<file path="src/rtl/cpumc_arbiter_if.sv">
// CPU memory-controller bus bundle: three masters in, muxed bus out.
// The arbiter takes the slave side; the requesting masters take master.
interface cpumc_arbiter_if;
  logic [15:0] cpu_a_in;
  logic        cpu_r_nw_in;
  logic [7:0]  cpu_d_in;
  logic        cpu_rdy_out;
  logic        hci_req_in;
  logic        hci_gnt_out;
  logic [15:0] hci_a_in;
  logic        hci_r_nw_in;
  logic [7:0]  hci_d_in;
  logic        dma_req_in;
  logic        dma_gnt_out;
  logic [15:0] dma_a_in;
  logic        dma_r_nw_in;
  logic [7:0]  dma_d_in;
  logic        dma_abort_out;
  logic [15:0] mc_a_out;
  logic        mc_r_nw_out;
  logic [7:0]  mc_d_out;
  logic [1:0]  owner_out;

  modport slave (
    input  cpu_a_in, cpu_r_nw_in, cpu_d_in,
    input  hci_req_in, hci_a_in, hci_r_nw_in, hci_d_in,
    input  dma_req_in, dma_a_in, dma_r_nw_in, dma_d_in,
    output cpu_rdy_out, hci_gnt_out, dma_gnt_out,
    output dma_abort_out, owner_out,
    output mc_a_out, mc_r_nw_out, mc_d_out
  );

  modport master (
    output cpu_a_in, cpu_r_nw_in, cpu_d_in,
    output hci_req_in, hci_a_in, hci_r_nw_in, hci_d_in,
    output dma_req_in, dma_a_in, dma_r_nw_in, dma_d_in,
    input  cpu_rdy_out, hci_gnt_out, dma_gnt_out,
    input  dma_abort_out, owner_out,
    input  mc_a_out, mc_r_nw_out, mc_d_out
  );
endinterface

</file>
<file path="src/rtl/cpumc_arbiter.sv">
// CPU memory-controller bus arbiter: CPU default owner, HCI highest
// priority, DMA with bounded tenure, stall/drain/gap handoff.
module cpumc_arbiter #(
  parameter int DRAIN_CYCLES   = 1,
  parameter int MAX_DMA_CYCLES = 514
) (
  input  logic           clk_in,
  input  logic           nrst_in,
  cpumc_arbiter_if.slave bus
);
  typedef enum logic [2:0] {
    S_CPU,
    S_STALL,
    S_DRAIN,
    S_HCI,
    S_DMA,
    S_GAP,
    S_RET
  } state_t;

  state_t      r_state;
  state_t      w_nxt;
  logic [2:0]  r_dcnt;
  logic [9:0]  r_tcnt;
  logic        r_rdy;
  logic        r_hgnt;
  logic        r_dgnt;
  logic        r_abort;
  logic [1:0]  r_owner;

  logic        w_hreq;
  logic        w_dreq;
  logic        w_drain_done;
  logic        w_timeout;
  logic        w_abort;
  logic [1:0]  w_owner;

  assign w_hreq       = bus.hci_req_in;
  assign w_dreq       = bus.dma_req_in;
  assign w_drain_done = (r_dcnt == 3'(DRAIN_CYCLES - 1));
  assign w_timeout    = (r_tcnt == 10'(MAX_DMA_CYCLES - 1));

  always_comb begin
    w_nxt   = r_state;
    w_abort = 1'b0;
    unique case (r_state)
      S_CPU: begin
        if (w_hreq || w_dreq) w_nxt = S_STALL;
      end
      S_STALL: w_nxt = S_DRAIN;
      S_DRAIN: begin
        if (w_drain_done) begin
          if (w_hreq)      w_nxt = S_HCI;
          else if (w_dreq) w_nxt = S_DMA;
          else             w_nxt = S_RET;
        end
      end
      S_HCI: begin
        if (!w_hreq) w_nxt = S_GAP;
      end
      S_DMA: begin
        if (!w_dreq) begin
          w_nxt = S_GAP;
        end else if (w_timeout) begin
          w_nxt   = S_GAP;
          w_abort = 1'b1;
        end
      end
      // HCI-first here also keeps a timed-out DMA behind a waiting HCI
      S_GAP: begin
        if (w_hreq)      w_nxt = S_HCI;
        else if (w_dreq) w_nxt = S_DMA;
        else             w_nxt = S_RET;
      end
      S_RET:   w_nxt = S_CPU;
      default: w_nxt = S_CPU;
    endcase
  end

  always_comb begin
    w_owner = 2'b11;
    unique case (w_nxt)
      S_CPU:   w_owner = 2'b00;
      S_HCI:   w_owner = 2'b01;
      S_DMA:   w_owner = 2'b10;
      default: w_owner = 2'b11;
    endcase
  end

  always_ff @(posedge clk_in or negedge nrst_in) begin
    if (!nrst_in) begin
      r_state <= S_CPU;
      r_dcnt  <= '0;
      r_tcnt  <= '0;
      r_rdy   <= 1'b1;
      r_hgnt  <= 1'b0;
      r_dgnt  <= 1'b0;
      r_abort <= 1'b0;
      r_owner <= 2'b00;
    end else begin
      r_state <= w_nxt;
      r_dcnt  <= (r_state == S_DRAIN && w_nxt == S_DRAIN)
                 ? r_dcnt + 3'd1 : '0;
      r_tcnt  <= (r_state == S_DMA && w_nxt == S_DMA)
                 ? r_tcnt + 10'd1 : '0;
      r_rdy   <= (w_nxt == S_CPU);
      r_hgnt  <= (w_nxt == S_HCI);
      r_dgnt  <= (w_nxt == S_DMA);
      r_abort <= w_abort;
      r_owner <= w_owner;
    end
  end

  // Writes reach the bus only from the owning master
  always_comb begin
    bus.mc_a_out    = bus.cpu_a_in;
    bus.mc_r_nw_out = 1'b1;
    bus.mc_d_out    = 8'h00;
    unique case (r_state)
      S_CPU: begin
        bus.mc_r_nw_out = bus.cpu_r_nw_in;
        bus.mc_d_out    = bus.cpu_d_in;
      end
      S_STALL: bus.mc_d_out = bus.cpu_d_in;
      S_HCI: begin
        bus.mc_a_out    = bus.hci_a_in;
        bus.mc_r_nw_out = bus.hci_r_nw_in;
        bus.mc_d_out    = bus.hci_d_in;
      end
      S_DMA: begin
        bus.mc_a_out    = bus.dma_a_in;
        bus.mc_r_nw_out = bus.dma_r_nw_in;
        bus.mc_d_out    = bus.dma_d_in;
      end
      default: begin
        bus.mc_a_out    = bus.cpu_a_in;
        bus.mc_r_nw_out = 1'b1;
        bus.mc_d_out    = 8'h00;
      end
    endcase
  end

  assign bus.cpu_rdy_out   = r_rdy;
  assign bus.hci_gnt_out   = r_hgnt;
  assign bus.dma_gnt_out   = r_dgnt;
  assign bus.dma_abort_out = r_abort;
  assign bus.owner_out     = r_owner;
endmodule
</file>
<file path="src/flat_wrapper.sv">
// flat-port wrapper written by rule: the top's interface ports become plain ports
module cpumc_arbiter_flat 
#(
  parameter int DRAIN_CYCLES   = 1,
  parameter int MAX_DMA_CYCLES = 514
)
  (clk_in, nrst_in, bus_cpu_a_in, bus_cpu_r_nw_in, bus_cpu_d_in, bus_hci_req_in, bus_hci_a_in, bus_hci_r_nw_in, bus_hci_d_in, bus_dma_req_in, bus_dma_a_in, bus_dma_r_nw_in, bus_dma_d_in, bus_cpu_rdy_out, bus_hci_gnt_out, bus_dma_gnt_out, bus_dma_abort_out, bus_owner_out, bus_mc_a_out, bus_mc_r_nw_out, bus_mc_d_out);
  cpumc_arbiter_if bus_i ();
  input  logic clk_in;
  input  logic nrst_in;
  input wire logic [$bits(bus_i.cpu_a_in)-1:0] bus_cpu_a_in;
  input wire logic [$bits(bus_i.cpu_r_nw_in)-1:0] bus_cpu_r_nw_in;
  input wire logic [$bits(bus_i.cpu_d_in)-1:0] bus_cpu_d_in;
  input wire logic [$bits(bus_i.hci_req_in)-1:0] bus_hci_req_in;
  input wire logic [$bits(bus_i.hci_a_in)-1:0] bus_hci_a_in;
  input wire logic [$bits(bus_i.hci_r_nw_in)-1:0] bus_hci_r_nw_in;
  input wire logic [$bits(bus_i.hci_d_in)-1:0] bus_hci_d_in;
  input wire logic [$bits(bus_i.dma_req_in)-1:0] bus_dma_req_in;
  input wire logic [$bits(bus_i.dma_a_in)-1:0] bus_dma_a_in;
  input wire logic [$bits(bus_i.dma_r_nw_in)-1:0] bus_dma_r_nw_in;
  input wire logic [$bits(bus_i.dma_d_in)-1:0] bus_dma_d_in;
  output wire logic [$bits(bus_i.cpu_rdy_out)-1:0] bus_cpu_rdy_out;
  output wire logic [$bits(bus_i.hci_gnt_out)-1:0] bus_hci_gnt_out;
  output wire logic [$bits(bus_i.dma_gnt_out)-1:0] bus_dma_gnt_out;
  output wire logic [$bits(bus_i.dma_abort_out)-1:0] bus_dma_abort_out;
  output wire logic [$bits(bus_i.owner_out)-1:0] bus_owner_out;
  output wire logic [$bits(bus_i.mc_a_out)-1:0] bus_mc_a_out;
  output wire logic [$bits(bus_i.mc_r_nw_out)-1:0] bus_mc_r_nw_out;
  output wire logic [$bits(bus_i.mc_d_out)-1:0] bus_mc_d_out;
  assign bus_i.cpu_a_in = bus_cpu_a_in;
  assign bus_i.cpu_r_nw_in = bus_cpu_r_nw_in;
  assign bus_i.cpu_d_in = bus_cpu_d_in;
  assign bus_i.hci_req_in = bus_hci_req_in;
  assign bus_i.hci_a_in = bus_hci_a_in;
  assign bus_i.hci_r_nw_in = bus_hci_r_nw_in;
  assign bus_i.hci_d_in = bus_hci_d_in;
  assign bus_i.dma_req_in = bus_dma_req_in;
  assign bus_i.dma_a_in = bus_dma_a_in;
  assign bus_i.dma_r_nw_in = bus_dma_r_nw_in;
  assign bus_i.dma_d_in = bus_dma_d_in;
  assign bus_cpu_rdy_out = bus_i.cpu_rdy_out;
  assign bus_hci_gnt_out = bus_i.hci_gnt_out;
  assign bus_dma_gnt_out = bus_i.dma_gnt_out;
  assign bus_dma_abort_out = bus_i.dma_abort_out;
  assign bus_owner_out = bus_i.owner_out;
  assign bus_mc_a_out = bus_i.mc_a_out;
  assign bus_mc_r_nw_out = bus_i.mc_r_nw_out;
  assign bus_mc_d_out = bus_i.mc_d_out;
  cpumc_arbiter #(.DRAIN_CYCLES(DRAIN_CYCLES), .MAX_DMA_CYCLES(MAX_DMA_CYCLES)) u_core (.clk_in(clk_in), .nrst_in(nrst_in), .bus(bus_i));
endmodule
</file>
<file path="config.mk">
export PLATFORM = sky130hd
export DESIGN_NAME = cpumc_arbiter_flat
export DESIGN_NICKNAME = d
export VERILOG_FILES = /design/src/rtl/cpumc_arbiter_if.sv /design/src/rtl/cpumc_arbiter.sv /design/src/flat_wrapper.sv
export SDC_FILE = /design/constraint.sdc
export NUM_CORES = 1
export LEC_CHECK = 0
export CORE_AREA = 2 2 55 82
export CTS_BUF_LIST = sky130_fd_sc_hd__clkbuf_8
export CTS_CLUSTER_DIAMETER = 60
export DETAILED_ROUTE_END_ITERATION = 12
export DIE_AREA = 0 0 57 84
export PLACE_DENSITY = 0.86
export SYNTH_ARGS = -nofsm -noshare
export SYNTH_HDL_FRONTEND = slang
export SYNTH_SLANG_ARGS = --single-unit
</file>
<file path="constraint.sdc">
create_clock -name clk_in -period 2.6 [get_ports clk_in]
set_input_delay 0.52 -clock clk_in [delete_from_list [all_inputs] [get_ports clk_in]]
set_output_delay 0.52 -clock clk_in [all_outputs]
set_load 0.05 [all_outputs]
</file>
==> results.tsv, run 1 <==
stage	metric	value	unit
timing	tightest_slew	0.502	ns
setup_path	path_max_fanout	11	
detailed_routing	vias_per_cell	5.26	
pwr	p_leak	1.21	nW
synthesis	synth_cell_types	41	
setup_path	required	2.08	ns
clock_network	htree_levels	1	
synthesis	netlist_instances	188	
synthesis	syn_nets	271	
timing	finalCritPeriodShare	0.926	
clock_network	cts_num_sinks	22	
timing	setup_viol	0	
pwr	vdd_drop_max	0.00122	V
synthesis	ys_async_sr_fraction	1.00	
synthesis	synth.avg_cell_area	8.15	um^2
detailed_routing	ant_nets	0	
place	gp_congestion	0.801	
synthesis	synth_edf_count	0	
final_layout	drive_gt1_frac	0.153	
place	io_buffers	109	
hold_path	holdPathStages	1	
synthesis	netlist_area	1530	um^2
clock_network	cts_tree	yes	
clock_network	cts_buffers	3	
synthesis	synth-simple-area-share	0.270	
timing	slew_headroom	0.662	
pwr	finalPower	3.05	mW
timing	finalClockSkew	0.00708	ns
synthesis	ys_ff_latch	22	
global_route	gr-total-overflow	0	
setup_path	rr_endpoint	u_core.bus.owner_out[1]	
timing	grt_setup_unrepaired	false	
detailed_routing	dr.pass1.iters	4	
setup_path	crit_type	reg2out	
timing	fmax	0.415	GHz
detailed_routing	routed-via-count	1793	
floorplanning	coreArea	4140	um^2
setup_path	slowest_delay	0.54	ns
setup_path	start_kind	register	
final_layout	insertedDiodeCount	0	
synthesis	synth_compound_area_frac	0.229	
clock_network	insertion_delay	0.26	ns
hold_path	min_path_type	reg2reg	
detailed_routing	drt_iter0_markers	108	
place	pre_cts_ws	0.138	ns
global_route	grt_pass1_vias	1802	
setup_path	crit_path_top_delay_cell	dfrtp_1	
setup_path	ff2ff_path_depth	5	
detailed_routing	drcViolationCount	0	
pwr	power.density	1100	nW/um^2
detailed_routing	totalWireLength	5170	um
floorplanning	start_util	0.371	
timing	hold_viol	0	
timing	period_minus_slack	2.41	ns
global_route	grt_max_degree	27	
global_route	grtUsageTotal	0.213	
setup_path	end_kind	primary output	
timing	fin_tns_setup	0	ns
floorplanning	io_pins	110	
floorplanning	die_h	84	um
run_status	status	complete, no violations	
synthesis	synth_top_family_by_area	simple AND/OR/NAND/NOR gates	
hold_path	holdCritStartpoint	u_core.r_tcnt[0]	
synthesis	synth_mux_area_frac	0	
timing	setup_ws	0.192	ns
synthesis	seq_area_frac_synth	0.360	
floorplanning	row_count	29	
synthesis	yosys_warnings	0	
place	dpl.hpwl	4070	um
flow_run	maxCapViolCount	0	
synthesis	synthAdderAreaFrac	0.0327	
synthesis	synth_xor_area_frac	0.0457	
clock_network	cts.root.buffer_cell	clkbuf_8	
final_layout	layout.nets	379	
detailed_routing	wire_per_inst	15.2	um
floorplanning	dieArea	4790	um^2
hold_path	min_to	u_core.r_tcnt[0]	
setup_path	worstPathCellList	and2_1 > a22oi_1 > o21ai_0 > buf_12	
setup_path	rrSetupSlack	0.72	ns
final_layout	area.growth.synth_to_final	79.8	%
setup_path	r2r_start	u_core.r_state[1]	
synthesis	ys.flop_type	dfrtp_1	
setup_path	worstPathArrival	1.89	ns
global_route	antenna_found_initial	0	
clock_network	ctsLongestPathBuffers	2	
global_route	grt_pass1_wl	8250	um
clock_network	clk_pin_slew	0.07	ns
timing	slew_viol_final	0	
floorplanning	die_w	57	um
-- state kept, by name, indices dropped and copies added, names as in the netlist --
name,count
u_core.r_tcnt,10
u_core.r_state,3
u_core.bus.dma_gnt_out,1
u_core.r_dcnt,3
u_core.bus.cpu_rdy_out,1
u_core.bus.owner_out,2
u_core.bus.dma_abort_out,1
u_core.bus.hci_gnt_out,1
-- routing by layer --
layer	GRT usage	wire [um]	vias up
li1	-	-	864
met1	0.255	1970	828
met2	0.375	2680	88
met3	0.0357	418	13
met4	0.0698	106	0
met5	0	0	-
-- synth_stat cells, types with 2 or more instances --
| cell | number | area (um^2) |
|---|---|---|
| buf_6 | 2 | 22.5 |
| clkbuf_1 | 4 | 15.0 |
| and3_1 | 5 | 31.3 |
| ha_1 | 4 | 50.1 |
| nor2b_1 | 4 | 25.0 |
| xor2_1 | 4 | 35.0 |
| inv_1 | 7 | 26.3 |
| nand3_1 | 4 | 20.0 |
| nor2_1 | 18 | 67.6 |
| nand2_1 | 46 | 173 |
| a21oi_1 | 3 | 15.0 |
| and2_1 | 2 | 12.5 |
| dfrtp_1 | 21 | 526 |
| xnor2_1 | 4 | 35.0 |
| a22oi_1 | 23 | 173 |
| o21ai_0 | 9 | 45.0 |
| buf_2 | 4 | 20.0 |
-- how the worst max path moves through the flow --
stage                 startpoint              end  slack (ns)  cells after the start
5_1_grt        u_core.r_state[0]  bus_mc_d_out[6]        0.06                      4
2_1_floorplan  u_core.r_state[0]  bus_mc_d_out[0]        0.02                      5
3_5_place_dp   u_core.r_state[0]  bus_mc_a_out[2]        0.14                      5
3_3_place_gp   u_core.r_state[0]  bus_mc_a_out[4]        0.21                      5
4_1_cts        u_core.r_state[0]  bus_mc_a_out[2]        0.14                      5
6_report       u_core.r_state[0]  bus_mc_d_out[4]        0.19                      4
-- worst max-delay path: cells and delay by family, from the launching register on --
family / cells / cell delay (ns)
AO/OA/AOI/OAI: 2 / 0.51
buffers and inverters: 1 / 0.20
flip-flops: 1 / 0.54
AND/OR/NAND/NOR: 1 / 0.38
-- per-stage QoR --
stage	cell area [um^2]	hold WS (ns)	instances	utilization
6_report	2760	0.544	341	0.666
5_1_grt	2760	0.558	341	0.666
3_3_place_gp	2700	0.500	337	0.654
2_1_floorplan	1530	0.224	188	-
4_1_cts	2750	0.527	341	0.665
3_5_place_dp	2700	0.514	337	0.654
-- cells by family (layout without fill, tap and decap cells) --
family / after synthesis / after routing
compound gates: 46 / 46
xor+xnor: 8 / 8
fa+ha+maj: 4 / 4
buf+inv: 19 / 126
flops: 22 / 22
simple gates: 89 / 89
-- layout make-up --
type	count	area, um^2
clock buffer	3	41.3
clock inverter	1	3.75
fill	365	1380
inverter	8	30.0
multi-input combinational	147	893
sequential	22	552
tap	46	57.6
timing repair buffer	114	1180
-- cells in the final DEF (no fill, tap or decap), drive strengths merged, types with 2 or more instances in the layout --
cell type / instances
nor2: 18
and2: 2
xnor2: 4
inv: 9
a21oi: 4
and3: 5
buf: 30
a22oi: 23
nand2: 46
clkbuf: 3
a221oi: 2
clkdlybuf4s50: 84
nand3: 5
nor2b: 4
ha: 4
xor2: 4
o21ba: 2
o21ai: 9
dfrtp: 21
-- repair_timing --
action	in CTS	in global routing
hold buffers	0	0
setup buffers	0	0
resized for setup	1	1
setup endpoints to repair	16	8
-- power breakdown --
part / switching (mW) / leakage [nW] / internal [mW]
registers: 0.0697 / 0.291 / 0.404
logic: 1.47 / 0.896 / 0.897
clock network: 0.100 / 0.0269 / 0.105
total: 1.64 / 1.21 / 1.41
No activity file was read; power rests on OpenSTA's default activity.
==> run 2: changes to the inputs <==
==> constraint.sdc (replaced) <==
create_clock -name clk_in -period 2.6 [get_ports clk_in]
set_input_delay 0.52 -clock clk_in [delete_from_list [all_inputs] [get_ports clk_in]]
set_output_delay 0.52 -clock clk_in [all_outputs]
set_load 0.1 [all_outputs]
==> results.tsv, run 2 (synthesized netlist as in run 1, its figures left out) <==
stage	metric	value	unit	change
setup_path	required	2.08	ns	about the same
hold_path	min_path_type	reg2reg		
clock_network	htree_levels	1		unchanged
setup_path	crit_type	reg2out		
floorplanning	coreArea	4140	um^2	unchanged
global_route	antenna_found_initial	0		unchanged
detailed_routing	vias_per_cell	5.10		-3.0%
final_layout	final_cell_mix	clkdlybuf4s50_1 (78), nand2_1 (46), buf_12 (25)		
timing	holdWs	0.528	ns	-0.0152 ns
floorplanning	row_count	29		unchanged
final_layout	drive_gt1_frac	0.203		+0.0502
global_route	gr-total-overflow	0		unchanged
timing	hold_viol	0		unchanged
pwr	finalPower	4.52	mW	+49%
pwr	power.density	1510	nW/um^2	+37%
clock_network	ctsLongestPathBuffers	2		unchanged
setup_path	path_max_fanout	16		+5
clock_network	cts_buffers	3		unchanged
final_layout	layout.cells.non_filler	342		+0.29%
clock_network	insertion_delay	0.27	ns	about the same
detailed_routing	met1_length	1940	um	-1.5%
clock_network	clk_pin_slew	0.08	ns	about the same
place	pre_cts_ws	0.138	ns	+0.000178 ns
place	dpl-instance-area	2920	um^2	+8.1%
detailed_routing	drcViolationCount	0		unchanged
timing	fmax	0.412	GHz	-0.77%
detailed_routing	wl_met3	258	um	-38%
timing	finalClockSkew	0.00548	ns	-0.00160 ns
timing	setup_ws	0.173	ns	-0.0187 ns
clock_network	cts_num_sinks	22		unchanged
floorplanning	dieArea	4790	um^2	unchanged
final_layout	final_common_cell	clkdlybuf4s50_1		
place	dp.cells	338		+0.30%
final_layout	insertedDiodeCount	0		unchanged
floorplanning	start_util	0.371		unchanged
detailed_routing	wire_per_inst	15.1	um	-0.22%
flow_run	maxCapViolCount	0		unchanged
pwr	p_leak	1.31	nW	+8.4%
detailed_routing	routed-via-count	1745		-2.7%
pwr	vdd_drop_max	0.00124	V	+1.6%
floorplanning	io_pins	110		unchanged
timing	period_minus_slack	2.43	ns	+0.0187 ns
global_route	grt_pass1_vias	1803		+0.055%
timing	slew_headroom	0.588		-0.0735
setup_path	worstPathArrival	1.91	ns	+0.02 ns
final_layout	top_regs	u_core.r_tcnt: 10 flops, u_core.r_dcnt: 3 flops, u_core.r_state: 3 flops		
setup_path	end_kind	primary output		
detailed_routing	drt_iter0_markers	94		-13%
place	dpl.hpwl	4130	um	+1.6%
clock_network	post_cts_buffers	0		unchanged
global_route	grt_max_degree	27		unchanged
global_route	grtUsageTotal	0.224		+0.0114
clock_network	cts.root.buffer_cell	clkbuf_8		
timing	finalCritPeriodShare	0.933		+0.00720
detailed_routing	dr.pass1.iters	5		+1
timing	grt_setup_unrepaired	false		
setup_path	start_kind	register		
detailed_routing	totalWireLength	5170	um	about the same
final_layout	regMostFlops	u_core.r_tcnt		
place	gp_congestion	0.815		+1.7%
floorplanning	die_h	84	um	unchanged
global_route	grt_pass1_wl	8690	um	+5.4%
timing	setup_viol	0		unchanged
final_layout	largest_reg_flops	10		unchanged
final_layout	layout.nets	380		+0.26%
timing	tightest_slew	0.617	ns	+0.115 ns
detailed_routing	highest_layer	met4		
detailed_routing	wl_met2	2860	um	+7.0%
detailed_routing	ant_nets	0		unchanged
place	io_buffers	109		unchanged
clock_network	ctsHoldBuffers	0		unchanged
clock_network	cts_tree	yes		
final_layout	area.growth.synth_to_final	95.5	%	
floorplanning	die_w	57	um	unchanged
final_layout	final_area	3000	um^2	+8.7%
timing	slew_viol_final	0		unchanged
run_status	status	complete, no violations		
[run 2: cell types whose count changed in the layout (fill, tap and decap cells not counted), sizes merged]
| cell | before | now |
|---|---|---|
| buf | 30 | 37 |
| clkdlybuf4s50 | 84 | 78 |
| bufinv | 0 | 1 |
| inv | 9 | 8 |
[run 2: where the power goes]
group / leakage [nW] / internal [mW] / switching [mW]
Sequential: 0.291 / 0.404 / 0.0576
Clock: 0.0357 / 0.206 / 0.109
Combinational: 0.988 / 1.25 / 2.50
[run 2: critical path, stage by stage, from the launching register on]
cell and delay, ns:
dfrtp_1 0.49, and3b_1 0.23, nor2_2 0.48, nand2_1 0.12, nand2_1 0.13, buf_12 0.18
[run 2: worst paths after layout]
path	startpoint	to	slack [ns]	cells after the start
max in group asynchronous	nrst_in	u_core.bus.cpu_rdy_out	1.73	2
worst max-delay path	u_core.r_state[1]	bus_mc_a_out[12]	0.17	5
min in group asynchronous	nrst_in	u_core.r_tcnt[8]	0.59	2
worst max register to register	u_core.r_state[1]	u_core.bus.owner_out[1]	0.75	5
worst min register to register	u_core.r_tcnt[0]	u_core.r_tcnt[0]	0.53	1
worst min-delay path	u_core.r_tcnt[0]	u_core.r_tcnt[0]	0.53	1
[run 2: through the flow]
| stage | TNS, ns | utilization |
|---|---|---|
| 2_1_floorplan | -0.248 | - |
| 3_3_place_gp | 0 | 0.707 |
| 3_5_place_dp | 0 | 0.707 |
| 4_1_cts | 0 | 0.724 |
| 5_1_grt | 0 | 0.724 |
| 6_report | 0 | 0.724 |
[run 2: timing repair]
action | in CTS | in global routing
endpoints found under the hold margin | 0 | 0
resized for setup | 1 | 0
endpoints found under the setup margin | 16 | 0
[run 2: per-layer routing]
metal  track usage  up-vias
met1         0.251      806
met3        0.0295       13
met5             0        -
met2         0.423       60
met4        0.0677        0
li1              -      866
[run 2: area by class of cell]
class / instances / area (um^2)
well taps: 46 / 57.6
repair buffers: 115 / 1370
clock buffers: 3 / 41.3
clock inverters: 1 / 30.0
fillers: 306 / 1140
inverters: 8 / 30.0
multi-input cells: 147 / 915
flip-flops and latches: 22 / 552
